### src/rtl/defuzz_nt.sv
// Nie-Tan type reduction and centroid defuzzifier for the IT2 fuzzy controller output stage.
// It accumulates one rule per cycle and then runs a serial restoring divide that yields one quotient bit per cycle.
module defuzz_nt #(
    parameter int                              N_REGRAS   = 9,
    parameter int                              LARGURA    = 8,
    parameter logic [N_REGRAS*LARGURA-1:0]     CENTROIDES = {8'd255, 8'd224, 8'd192, 8'd160,
                                                             8'd128, 8'd96, 8'd64, 8'd32, 8'd0}
) (
    input  logic                            CLK,
    input  logic                            RESET,
    input  logic                            EN_Entrada_Defuzz,
    input  logic [N_REGRAS*LARGURA-1:0]     Forca_UP,
    input  logic [N_REGRAS*LARGURA-1:0]     Forca_LOW,
    output logic [LARGURA-1:0]              Saida,
    output logic                            Pronto,
    output logic                            Vazio,
    output logic                            Ocupado
);
    localparam int IW = $clog2(N_REGRAS);
    localparam int SW = LARGURA + 1;
    localparam int PW = SW + LARGURA;
    localparam int NW = PW + IW;
    localparam int DW = SW + IW;
    localparam int CW = $clog2(LARGURA);

    typedef logic [N_REGRAS-1:0][LARGURA-1:0] vec_t;
    localparam vec_t CENT = CENTROIDES;

    typedef enum logic [1:0] {OCIOSO, ACUMULA, DIVIDE, FIM} estado_t;

    estado_t         estado, prox;
    vec_t            up_r, low_r;
    logic [IW-1:0]   idx;
    logic [NW-1:0]   num, rem, dvs;
    logic [DW-1:0]   den;
    logic [CW-1:0]   cnt;
    logic [LARGURA-1:0] quo;

    logic [SW-1:0]   soma;
    logic [PW-1:0]   prod;
    logic [NW-1:0]   num_nxt;
    logic [DW-1:0]   den_nxt;
    logic            ult_regra, ult_bit, q_bit;
    logic [LARGURA-1:0] quo_nxt;

    always_comb begin
        soma      = SW'(up_r[idx]) + SW'(low_r[idx]);
        prod      = PW'(soma) * PW'(CENT[idx]);
        num_nxt   = num + NW'(prod);
        den_nxt   = den + DW'(soma);
        ult_regra = (idx == IW'(N_REGRAS - 1));
        ult_bit   = (cnt == CW'(LARGURA - 1));
        q_bit     = (rem >= dvs);
        quo_nxt   = {quo[LARGURA-2:0], q_bit};
    end

    always_comb begin
        prox = estado;
        case (estado)
            OCIOSO:  if (EN_Entrada_Defuzz) prox = ACUMULA;
            ACUMULA: if (ult_regra)         prox = DIVIDE;
            DIVIDE:  if (ult_bit)           prox = FIM;
            FIM:                            prox = OCIOSO;
            default:                        prox = OCIOSO;
        endcase
    end

    always_ff @(posedge CLK) begin
        if (RESET) estado <= OCIOSO;
        else       estado <= prox;
    end

    assign Ocupado = (estado != OCIOSO);

    always_ff @(posedge CLK) begin
        if (RESET) begin
            up_r   <= '0;
            low_r  <= '0;
            idx    <= '0;
            num    <= '0;
            den    <= '0;
            rem    <= '0;
            dvs    <= '0;
            cnt    <= '0;
            quo    <= '0;
            Saida  <= '0;
            Pronto <= 1'b0;
            Vazio  <= 1'b0;
        end else begin
            Pronto <= 1'b0;
            case (estado)
                OCIOSO: if (EN_Entrada_Defuzz) begin
                    up_r  <= Forca_UP;
                    low_r <= Forca_LOW;
                    num   <= '0;
                    den   <= '0;
                    idx   <= '0;
                end
                ACUMULA: begin
                    num <= num_nxt;
                    den <= den_nxt;
                    idx <= idx + 1'b1;
                    // The quotient fits in LARGURA bits, so the divisor starts aligned to the quotient MSB.
                    if (ult_regra) begin
                        rem <= num_nxt;
                        dvs <= NW'(den_nxt) << (LARGURA - 1);
                        cnt <= '0;
                        quo <= '0;
                    end
                end
                DIVIDE: begin
                    if (q_bit) rem <= rem - dvs;
                    dvs <= dvs >> 1;
                    quo <= quo_nxt;
                    cnt <= cnt + 1'b1;
                    if (ult_bit) begin
                        Pronto <= 1'b1;
                        if (den == '0) begin
                            Saida <= '0;
                            Vazio <= 1'b1;
                        end else begin
                            Saida <= quo_nxt;
                            Vazio <= 1'b0;
                        end
                    end
                end
                default: ;
            endcase
        end
    end
endmodule

### config.mk
export PLATFORM = sky130hd
export DESIGN_NAME = defuzz_nt
export DESIGN_NICKNAME = d
export VERILOG_FILES = /design/src/rtl/defuzz_nt.sv
export SDC_FILE = /design/constraint.sdc
export NUM_CORES = 1
export LEC_CHECK = 0
export ABC_AREA = 0
export CAP_MARGIN = 20
export CORE_UTILIZATION = 58
export DETAILED_ROUTE_END_ITERATION = 16
export HOLD_SLACK_MARGIN = 0.08
export PLACE_DENSITY = 0.87
export SETUP_SLACK_MARGIN = 0.2
export SYNTH_ARGS = -nofsm -noshare
export SYNTH_HDL_FRONTEND = slang
export SYNTH_SLANG_ARGS = --single-unit
### constraint.sdc
create_clock -name CLK -period 10.8 [get_ports CLK]
set_clock_uncertainty 0.05 [all_clocks]
set_input_delay 1.62 -clock CLK [delete_from_list [all_inputs] [get_ports CLK]]
set_output_delay 1.62 -clock CLK [all_outputs]
set_load 0.01 [all_outputs]
; ---- Word level (Yosys, flattened, before mapping)
; Memory sizes are Yosys's and may differ from the RTL's. A register that Yosys moved wholly into a read port is not among the register bits.
; Cells that the tools add are included.
[totals]
regBits = 246
latchBits = 0
ram_bits = 0
rom_bits = 128
input_bits = 147
elab_cells = 90
memories = 1
[op_classes]
add_sub_neg = 6
multipliers = 1
div = 0
n_lt_le_gt_ge = 2
eq_ne = 9
n_shift = 0
n_mux = 29
bitwise = 1
n_reduce_logical = 12
[memory_table]
columns = name, depth, word_bits, rd, rd_clocked_by_memory_dff, wr, line_no
row1 = (name not given), 16, 8, 1, 1, 0, 48  ; prod = PW'(soma) * PW'(CENT[idx]);
[op_table]
columns = cell, count
row1 = $pmux W21 S2, 3
row2 = $mux W21, 4
row3 = $bmux W8 S4, 2
row4 = $mux W8, 4
row5 = $pmux W13 S2, 1
row6 = $add A21 B17 Y21, 1
row7 = $ge A21 B21 Y1, 1
row8 = $sub A21 B21 Y21, 1
row9 = $mul A9 B8 Y17, 1
row10 = $pmux W7 S2, 1
row11 = $add A13 B9 Y13, 1
row12 = $logic_not A13 Y1, 1
row13 = $mux W13, 1
row14 = $mux W4, 3
row15 = $add A8 B8 Y9, 1
row16 = $ne A2 B2 Y1 const B, 4
row17 = $pmux W2 S4, 1
row18 = $pmux W4 S2, 1
row19 = $reduce_and A2 Y1, 4
row20 = $mux W7, 1
row21 = $mux W2, 3
row22 = $pmux W3 S2, 1
row23 = $reduce_and A3 Y1, 2
row24 = $reduce_bool A2 Y1, 3
row25 = other kinds (12), 14

; ---- Longest topological paths before layout
; Gate-level depths: netlist of run 1.
[depth]
ltp_word = 7
depth_mapped = 35
mapped_depth_nobuf = 32

; ---- Least setup slack after synthesis of run 1
; No wires, ideal clock.
[synth_timing]
path_type = reg2reg
from = register idx[3]
to = register rem[19]
setup_ns = 0.091
arrival_time_ns = 7.673
required_ns = 10.659
setup_slack_ns = 2.986
path_stages_with_launch = 35
n_path_buf = 3
cell_sequence = dfxtp_1 > clkbuf_1 > inv_1 > nor4_1 > clkbuf_1 > nand2_1 > o21ai_0 > ha_1 > inv_1 > fa_1 > nor2b_1 > o21ai_0 > a21boi_0 > o21ai_0 > nand2b_1 > xor2_1 > buf_1 > xor2_1 > and2_1 > ha_1 > or2_2 > fa_1 > fa_1 > inv_1 > fa_1 > inv_1 > ha_1 > or3_1 > a21oi_1 > o21ai_0 > or4_1 > a41oi_1 > xnor2_1 > nand2b_1 > a311oi_1
[synth_between]
elab_chain_cells = 7
elab_cells_between_ends = 12
classes_between = add/sub (2) / mul (1) / eq/ne (2) / mux (6) / reduce/logical (1)
[synth_lines]
columns = item, line_no
row1 = "start, declared", 33  ; logic [IW-1:0] idx;
row2 = "start signal, assigned", 102  ; idx <= idx + 1'b1;
row3 = $bmux W8 S4, 47  ; soma = SW'(up_r[idx]) + SW'(low_r[idx]);
row4 = $mux W8 (implied by the code), 47
row5 = $add A8 B8 Y9, 47
row6 = $mul A9 B8 Y17, 48
row7 = $add A21 B17 Y21, 49  ; num_nxt = num + NW'(prod);
row8 = $mux W21, 104  ; if (ult_regra) begin
row9 = $pmux W21 S2, 91  ; case (estado)
row10 = "end signal, assigned", 105  ; rem <= num_nxt;
row11 = "end signal, assigned", 112  ; if (q_bit) rem <= rem - dvs;
row12 = "end, declared", 34  ; logic [NW-1:0] num, rem, dvs;
; Several ways; a longest one is shown, not always the timed one. The select of a mux whose other input is x is not followed.
; A chain may end at the register's enable or synchronous reset.

; ---- Worst setup path after layout of run 1
[layout_timing]
from = register idx[1]
to = register rem[19]
; Same word-level chain as after synthesis.

==> results.py, run 1 <==
metrics = {
    "route": {
        "wl_um": 37200,
        "detail_route.first_pass.iterations": 6,
        "wl_per_cell_um": 17.0,
        "route.antenna.remaining_nets": 0,
        "drt_iter0_markers": 995,
        "vias_per_cell": 5.81,
        "vias": 12700,
        "remaining_drc_errors": 0,
    },
    "floorplan": {
        "die-height_um": 161,
        "num_io_pins": 158,
        "die_w_um": 161,
        "core_region_area_mm2": 0.0246,
        "start_util_pct": 59.7,
        "fp-row-count": 57,
        "dieArea_mm2": 0.0260,
    },
    "grt": {
        "global_route.overflow_total": 0,
        "grt_start_max_net_pins": 156,
        "antenna_found_initial": 0,
        "grt_pass1_wl_um": 60000,
        "grt_util_all_layers_pct": 28.1,
        "grt_pass1_vias": 12600,
    },
    "cts": {
        "clk_pin_slew_ns": 0.06,
        "post_cts.resized_instances": 0,
        "postCtsSetupBuffers": 0,
        "cts-root-buf": "sky130_fd_sc_hd__clkbuf_16",
        "deepest_clock_path_buffer_count": 3,
        "cts_made_buffers": 27,
        "cts_tree": "yes",
        "clock_insertion_delay_worst_skew_ns": 0.55,
        "cts_hold_buf": 0,
        "clock-sinks": 249,
        "clock_tree.htree_level_count": 1,
    },
    "power": {
        "p_leak_nw": 7.11,
        "power.density_mw_per_mm2": 218,
        "ir_drop_mv": 0.209,
    },
    "timing": {
        "relative_slew_margins_pct": 29.4,
        "final.min_clock_period_ns": 8.75,
        "grt_setup_unrepaired": "no",
        "max_slew.worst_pin.slew_ns": 1.06,
        "finalSetupViolCount": 0,
        "drv_slew": 0,
        "fmax_ghz": 0.114,
        "final-hold-violation-count": 0,
        "post-route-period-util_pct": 81.0,
        "setup_tns_after_final_layout_ns": 0,
    },
    "finish": {
        "antenna_cells_inserted": 0,
        "fillers": 1767,
        "fin_area_mm2": 0.0173,
        "layout-area-overhead-vs-synth_pct": 17.7,
        "final_net_count": 2136,
        "utilization_pct": 70.3,
        "layout-drive-gt1-share_pct": 6.01,
    },
    "synth": {
        "synth_enable_flop_cells": 0,
        "synth_sequential_area_ratio_pct": 33.9,
        "synth-main-ff-cell": "sky130_fd_sc_hd__dfxtp_1",
        "netlist_top_cells_area": "sky130_fd_sc_hd__dfxtp_1 (34%), sky130_fd_sc_hd__nand2_1 (8.9%), sky130_fd_sc_hd__ha_1 (7.8%), sky130_fd_sc_hd__fa_1 (7.4%), sky130_fd_sc_hd__a21oi_1 (6.4%)",
        "yosysTopAreaCell": "sky130_fd_sc_hd__dfxtp_1",
        "post_synthesis_cell_count": 1752,
        "async_flop_share_pct": 0,
        "syn-cell-area_mm2": 0.0147,
        "post_synth.cell_area_avg_um2": 8.39,
        "synth-seq-cells": 249,
        "synth_cell_types": 65,
        "synth-warning-count": 0,
        "synth_largest_type_area_fraction_pct": 33.9,
        "mappedNetlistNets": 2045,
    },
    "critical_path": {
        "worstPathMaxFanout": 19,
        "critical_path.startpoint_type": "register",
        "path_buf_inv": 4,
        "worst-setup-path-type": "reg2reg",
        "crit_required_ns": 11.21,
        "timing.reg2reg.setup_slack_ns": 2.05,
        "critical_path.endpoint_type": "register",
        "worstPathArrival_ns": 9.16,
        "cell_with_the_largest_stage_delay_on_the_worst_path": "sky130_fd_sc_hd__dfxtp_1",
        "highest_cell_delay_on_the_worst_timing_path_ns": 0.86,
        "worst_path_dominant_cell_family": "adder cells",
    },
    "job": {
        "max_cap_viol_count": 0,
    },
    "min_path": {
        "hold_path_class": "reg2reg",
    },
    "run_status": {
        "run_status": "completed",
    },
    "place": {
        "hpwl_um": 26200,
        "globalplace.congestion": 0.912,
        "post_dp_cell_area_mm2": 0.0164,
        "portBuffers": 157,
    },
}
[where the power goes]
part	internal, W	total (W)	switching [W]
sequential	0.00107	0.00117	0.000104
clock	0.000541	0.000931	0.000390
combinational	0.000691	0.00167	0.000980
total	0.00230	0.00377	0.00147
[flip-flops by register name (all words and copies together), names as in the netlist, 4 cells and up, named ones only]
register  cells
low_r        72
up_r         72
num          21
rem          21
dvs          20
den          13
Saida         8
quo           7
idx           4
[stage by stage]
stage | total power (W) | setup slack (ns) | std cells | hold slack (ns)
after floorplan | 0.00241 | 2.99 | 1752 | 0.383
after global placement | 0.00276 | 2.39 | 2137 | 0.389
after detailed placement | 0.00282 | 2.15 | 2137 | 0.397
after CTS | 0.00376 | 2.09 | 2186 | 0.405
after global routing | 0.00398 | 1.46 | 2187 | 0.422
final | 0.00377 | 2.05 | 2187 | 0.405
[metal layers]
layer	global-route usage (%)	wire length (um)	share of wire, %	vias to the layer above
li1	-	-	-	6105
met1	35.5	15700	42	6020
met2	48.3	17900	48	494
met3	3.70	2190	5.9	94
met4	11.6	1360	3.7	0
met5	0	0	0	-
[logic make-up after synthesis]
| logic type | count (synthesis) | share of synthesized area [%] |
|---|---|---|
| AND/OR/NAND/NOR | 592 | 17.1 |
| AO/OA/AOI/OAI | 403 | 16.9 |
| flip-flops | 249 | 33.9 |
| buffers and inverters | 241 | 6.26 |
| adder cells (fa/ha/maj) | 146 | 15.2 |
| multiplexers | 74 | 7.78 |
| XOR/XNOR | 47 | 2.80 |
[layout make-up]
cell class | instances | area (um^2) | share of cell area [%]
Timing Repair Buffer | 170 | 1690 | 9.77
Inverter | 133 | 499 | 2.88
Multi-Input combinational cell | 1262 | 8820 | 51.0
Sequential cell | 249 | 4990 | 28.8
Clock inverter | 12 | 113 | 0.651
Clock buffer | 37 | 793 | 4.58
Tap cell | 324 | 405 | 2.34
[worst reg2reg max path, delay by kind of cell (launching register included)]
kind                     cells  cell delay, ns
AO/OA/AOI/OAI                8            1.69
buffers and inverters        4            0.57
multiplexers                 2            0.33
adder cells (fa/ha/maj)      7            2.51
AND/OR/NAND/NOR              7            1.67
XOR/XNOR                     3            0.95
flip-flops                   1            0.86
[path summary, 6_finish.rpt]
kind                                  to     start  cells past startpoint
worst max register to register   rem[19]    idx[1]                     31
worst max-delay path             rem[19]    idx[1]                     31
worst min-delay path            up_r[50]  up_r[50]                      2
worst min register to register  up_r[50]  up_r[50]                      2
[cell usage after synthesis, types with 2 or more instances]
cell type,n
sky130_fd_sc_hd__fa_1,54
sky130_fd_sc_hd__o211ai_1,6
sky130_fd_sc_hd__a221oi_1,3
sky130_fd_sc_hd__mux2_2,2
sky130_fd_sc_hd__o31ai_1,4
sky130_fd_sc_hd__a31oi_1,5
sky130_fd_sc_hd__clkbuf_1,88
sky130_fd_sc_hd__o21a_1,10
sky130_fd_sc_hd__o21ai_0,50
sky130_fd_sc_hd__a22oi_1,52
sky130_fd_sc_hd__o21bai_1,6
sky130_fd_sc_hd__nand3b_1,2
sky130_fd_sc_hd__a2111oi_0,2
sky130_fd_sc_hd__a21o_1,19
sky130_fd_sc_hd__a31o_2,2
sky130_fd_sc_hd__or2_2,2
sky130_fd_sc_hd__xor2_1,15
sky130_fd_sc_hd__and3_1,8
sky130_fd_sc_hd__mux2i_1,40
sky130_fd_sc_hd__a311oi_1,5
sky130_fd_sc_hd__nand2_1,349
sky130_fd_sc_hd__nand3_1,11
sky130_fd_sc_hd__buf_1,13
sky130_fd_sc_hd__mux4_2,32
sky130_fd_sc_hd__ha_1,92
sky130_fd_sc_hd__buf_2,5
sky130_fd_sc_hd__a211oi_1,26
sky130_fd_sc_hd__and2_1,35
sky130_fd_sc_hd__or3_1,2
sky130_fd_sc_hd__a211o_1,4
sky130_fd_sc_hd__a21oi_1,188
sky130_fd_sc_hd__o41ai_1,4
sky130_fd_sc_hd__a21boi_0,3
sky130_fd_sc_hd__o31a_1,2
sky130_fd_sc_hd__nor2_1,126
sky130_fd_sc_hd__nor3_1,13
sky130_fd_sc_hd__or4_1,3
sky130_fd_sc_hd__nor3b_1,2
sky130_fd_sc_hd__nand2b_1,17
sky130_fd_sc_hd__nand4_1,2
sky130_fd_sc_hd__xnor2_1,32
sky130_fd_sc_hd__nor2b_1,11
sky130_fd_sc_hd__nor4_1,3
sky130_fd_sc_hd__dfxtp_1,249
sky130_fd_sc_hd__inv_1,133
[cell usage in the layout (no fill, tap or decap), types with 5 or more instances in the layout]
cell type and count:
sky130_fd_sc_hd__o211ai_1 6, sky130_fd_sc_hd__o21ai_0 50, sky130_fd_sc_hd__nand2_1 348, sky130_fd_sc_hd__buf_4 12
sky130_fd_sc_hd__ha_1 91, sky130_fd_sc_hd__inv_1 133, sky130_fd_sc_hd__clkdlybuf4s50_1 156, sky130_fd_sc_hd__nand2b_1 17
sky130_fd_sc_hd__a21oi_1 187, sky130_fd_sc_hd__fa_1 54, sky130_fd_sc_hd__and2_1 34, sky130_fd_sc_hd__nand3_1 11
sky130_fd_sc_hd__and3_1 8, sky130_fd_sc_hd__xor2_1 15, sky130_fd_sc_hd__dfxtp_1 248, sky130_fd_sc_hd__a22oi_1 52
sky130_fd_sc_hd__nor2b_1 11, sky130_fd_sc_hd__a21o_1 19, sky130_fd_sc_hd__nor3_1 13, sky130_fd_sc_hd__o21bai_1 6
sky130_fd_sc_hd__mux2i_1 39, sky130_fd_sc_hd__xnor2_1 32, sky130_fd_sc_hd__clkbuf_8 8, sky130_fd_sc_hd__nor2_1 126
sky130_fd_sc_hd__a311oi_1 5, sky130_fd_sc_hd__o21a_1 10, sky130_fd_sc_hd__a31oi_1 5, sky130_fd_sc_hd__clkbuf_16 27
sky130_fd_sc_hd__a211oi_1 26, sky130_fd_sc_hd__mux4_2 32, sky130_fd_sc_hd__clkinv_2 6
No activity file was read; power rests on OpenSTA's default activity.
==> run 2: changes to the inputs <==
==> constraint.sdc (replaced) <==
create_clock -name CLK -period 8.65 [get_ports CLK]
set_clock_uncertainty 0.05 [all_clocks]
set_input_delay 1.2975 -clock CLK [delete_from_list [all_inputs] [get_ports CLK]]
set_output_delay 1.2975 -clock CLK [all_outputs]
set_load 0.01 [all_outputs]
==> run 2 against run 1 <==
Power rose by 25%. Sequential power rose by 24%. Flip-flop and latch count did not move. Via count rose by 0.38%. Utilization rose by 0.16 points. Final cell count rose by 0.37%. Clock power rose by 19%. Register-to-register slack got worse by 1.3 ns. Maximum frequency rose by 11%. Die area did not move. Sequential share of layout area barely moved. Largest cell class unchanged.
==> results.py, run 2 (same netlist as run 1, synthesis figures left out) <==
metrics = {
    "route": {
        "wl_um": 37100,
        "remaining_drc_errors": 0,
        "route.antenna.remaining_nets": 0,
        "vias": 12800,
        "vias_per_cell": 5.81,
        "detail_route.first_pass.iterations": 6,
        "wl_per_cell_um": 16.9,
        "drt_iter0_markers": 1035,
    },
    "timing": {
        "max_slew.worst_pin.slew_ns": 1.03,
        "final.min_clock_period_ns": 7.88,
        "setup_tns_after_final_layout_ns": 0,
        "relative_slew_margins_pct": 31.5,
        "post-route-period-util_pct": 91.0,
        "grt_setup_unrepaired": "no",
        "fmax_ghz": 0.127,
        "final-hold-violation-count": 0,
        "finalSetupViolCount": 0,
        "drv_slew": 0,
    },
    "critical_path": {
        "worst_path_dominant_cell_family": "adder cells",
        "worstPathMaxFanout": 7,
        "cell_with_the_largest_stage_delay_on_the_worst_path": "sky130_fd_sc_hd__fa_1",
        "worstPathArrival_ns": 8.26,
        "critical_path.startpoint_type": "register",
        "path_buf_inv": 6,
        "cpMostUsedCell": "sky130_fd_sc_hd__inv_1",
        "worst-setup-path-type": "reg2reg",
        "highest_cell_delay_on_the_worst_timing_path_ns": 0.52,
        "critical_path.endpoint_type": "register",
        "crit_required_ns": 9.04,
    },
    "finish": {
        "layout-area-overhead-vs-synth_pct": 18.0,
        "reg_top3": "low_r x72, up_r x72",
        "final_net_count": 2144,
        "storage_cell_area_mm2": 0.00499,
        "layout.cells.most_common_list": "sky130_fd_sc_hd__nand2_1 (348), sky130_fd_sc_hd__dfxtp_1 (245), sky130_fd_sc_hd__a21oi_1 (186)",
        "antenna_cells_inserted": 0,
        "utilization_pct": 70.5,
        "area_taken_by_multi_input_logic_gates_mm2": 0.00885,
        "layout-drive-gt1-share_pct": 6.47,
        "fillers": 1750,
        "fin_area_mm2": 0.0173,
        "mostFrequentLayoutCell": "sky130_fd_sc_hd__nand2_1",
    },
    "power": {
        "power.density_mw_per_mm2": 272,
        "ir_drop_mv": 0.253,
        "p_leak_nw": 7.14,
        "netSwitchingFraction_pct": 39.6,
        "sequential_fraction_of_design_power_pct": 30.8,
        "comb_power_share_pct": 45.7,
        "netSwitchingPower_w": 0.00187,
        "power_frac_clock_pct": 23.5,
        "totalPowerFinal_w": 0.00472,
        "intPower_w": 0.00285,
    },
    "cts": {
        "clock_tree.htree_level_count": 1,
        "clock-sinks": 249,
        "deepest_clock_path_buffer_count": 3,
        "clock_insertion_delay_worst_skew_ns": 0.56,
        "cts_tree": "yes",
        "cts-root-buf": "sky130_fd_sc_hd__clkbuf_16",
        "cts_made_buffers": 26,
        "clk_pin_slew_ns": 0.06,
        "cts_hold_buf": 0,
    },
    "grt": {
        "grt_pass1_wl_um": 61100,
        "global_route.overflow_total": 0,
        "grt_pass1_vias": 12600,
        "grt_start_max_net_pins": 124,
        "antenna_found_initial": 0,
        "grt_util_all_layers_pct": 28.6,
    },
    "min_path": {
        "hold_path_class": "reg2reg",
    },
    "floorplan": {
        "die-height_um": 161,
        "die_w_um": 161,
        "dieArea_mm2": 0.0260,
        "fp-row-count": 57,
        "start_util_pct": 59.7,
        "num_io_pins": 158,
        "core_region_area_mm2": 0.0246,
    },
    "place": {
        "globalplace.congestion": 0.915,
        "portBuffers": 157,
        "hpwl_um": 26300,
        "post_dp_cell_area_mm2": 0.0164,
    },
    "job": {
        "max_cap_viol_count": 0,
    },
    "run_status": {
        "run_status": "completed",
    },
}
run 2: final timing paths:
kind	cells past startpoint	slack [ns]	from	to
hold reg to reg	2	0.40	up_r[50]	up_r[50]
hold / removal	2	0.40	up_r[50]	up_r[50]
setup / recovery	30	0.77	idx[0]	rem[19]
setup reg to reg	30	0.77	idx[0]	rem[19]
run 2: layout make-up:
cell class / instances / area share, %
tap: 324 / 2.34
clock inverter: 9 / 0.599
inverter: 133 / 2.88
timing repair buffer: 179 / 10.1
clock buffer: 39 / 4.32
sequential: 249 / 28.8
multi-input combinational: 1262 / 51.0
run 2: metrics by stage:
step                      worst slack [ns]  instances  hold slack [ns]
after global placement               0.569       2141            0.389
final                                0.775       2195            0.402
after global routing                 0.299       2195            0.417
after detailed placement             0.347       2141            0.396
after floorplan                      0.836       1752            0.383
after CTS                            0.319       2189            0.404
run 2: routing by layer:
| metal | global-route usage [%] | wire (um) | up-vias |
|---|---|---|---|
| met5 | 0 | 0 | - |
| met4 | 11.9 | 1540 | 0 |
| met3 | 3.24 | 2410 | 103 |
| met2 | 48.6 | 17700 | 540 |
| met1 | 37.0 | 15500 | 5996 |
| li1 | - | - | 6122 |
run 2: power by group through the flow:
| stage | clock, W | sequential, W | combinational [W] |
|---|---|---|---|
| finish | 0.00111 | 0.00145 | 0.00215 |
| global route | 0.00116 | 0.00147 | 0.00234 |
| CTS | 0.00112 | 0.00146 | 0.00209 |
| detailed placement | 0 | 0.00148 | 0.00205 |
| global placement | 0 | 0.00147 | 0.00199 |
| floorplan | 0 | 0.00142 | 0.00159 |
run 2: tightest hold or removal path, delay by kind of cell (launching register included):
family           cells  cell delay, ns
AO/OA/AOI/OAI        1            0.05
AND/OR/NAND/NOR      1            0.05
flip-flops           1            0.31
run 2: timing repair:
action | 4_1_cts | 5_1_grt
resized for setup | 0 | 8
endpoints found under the setup margin | 0 | 15
setup buffers | 0 | 6
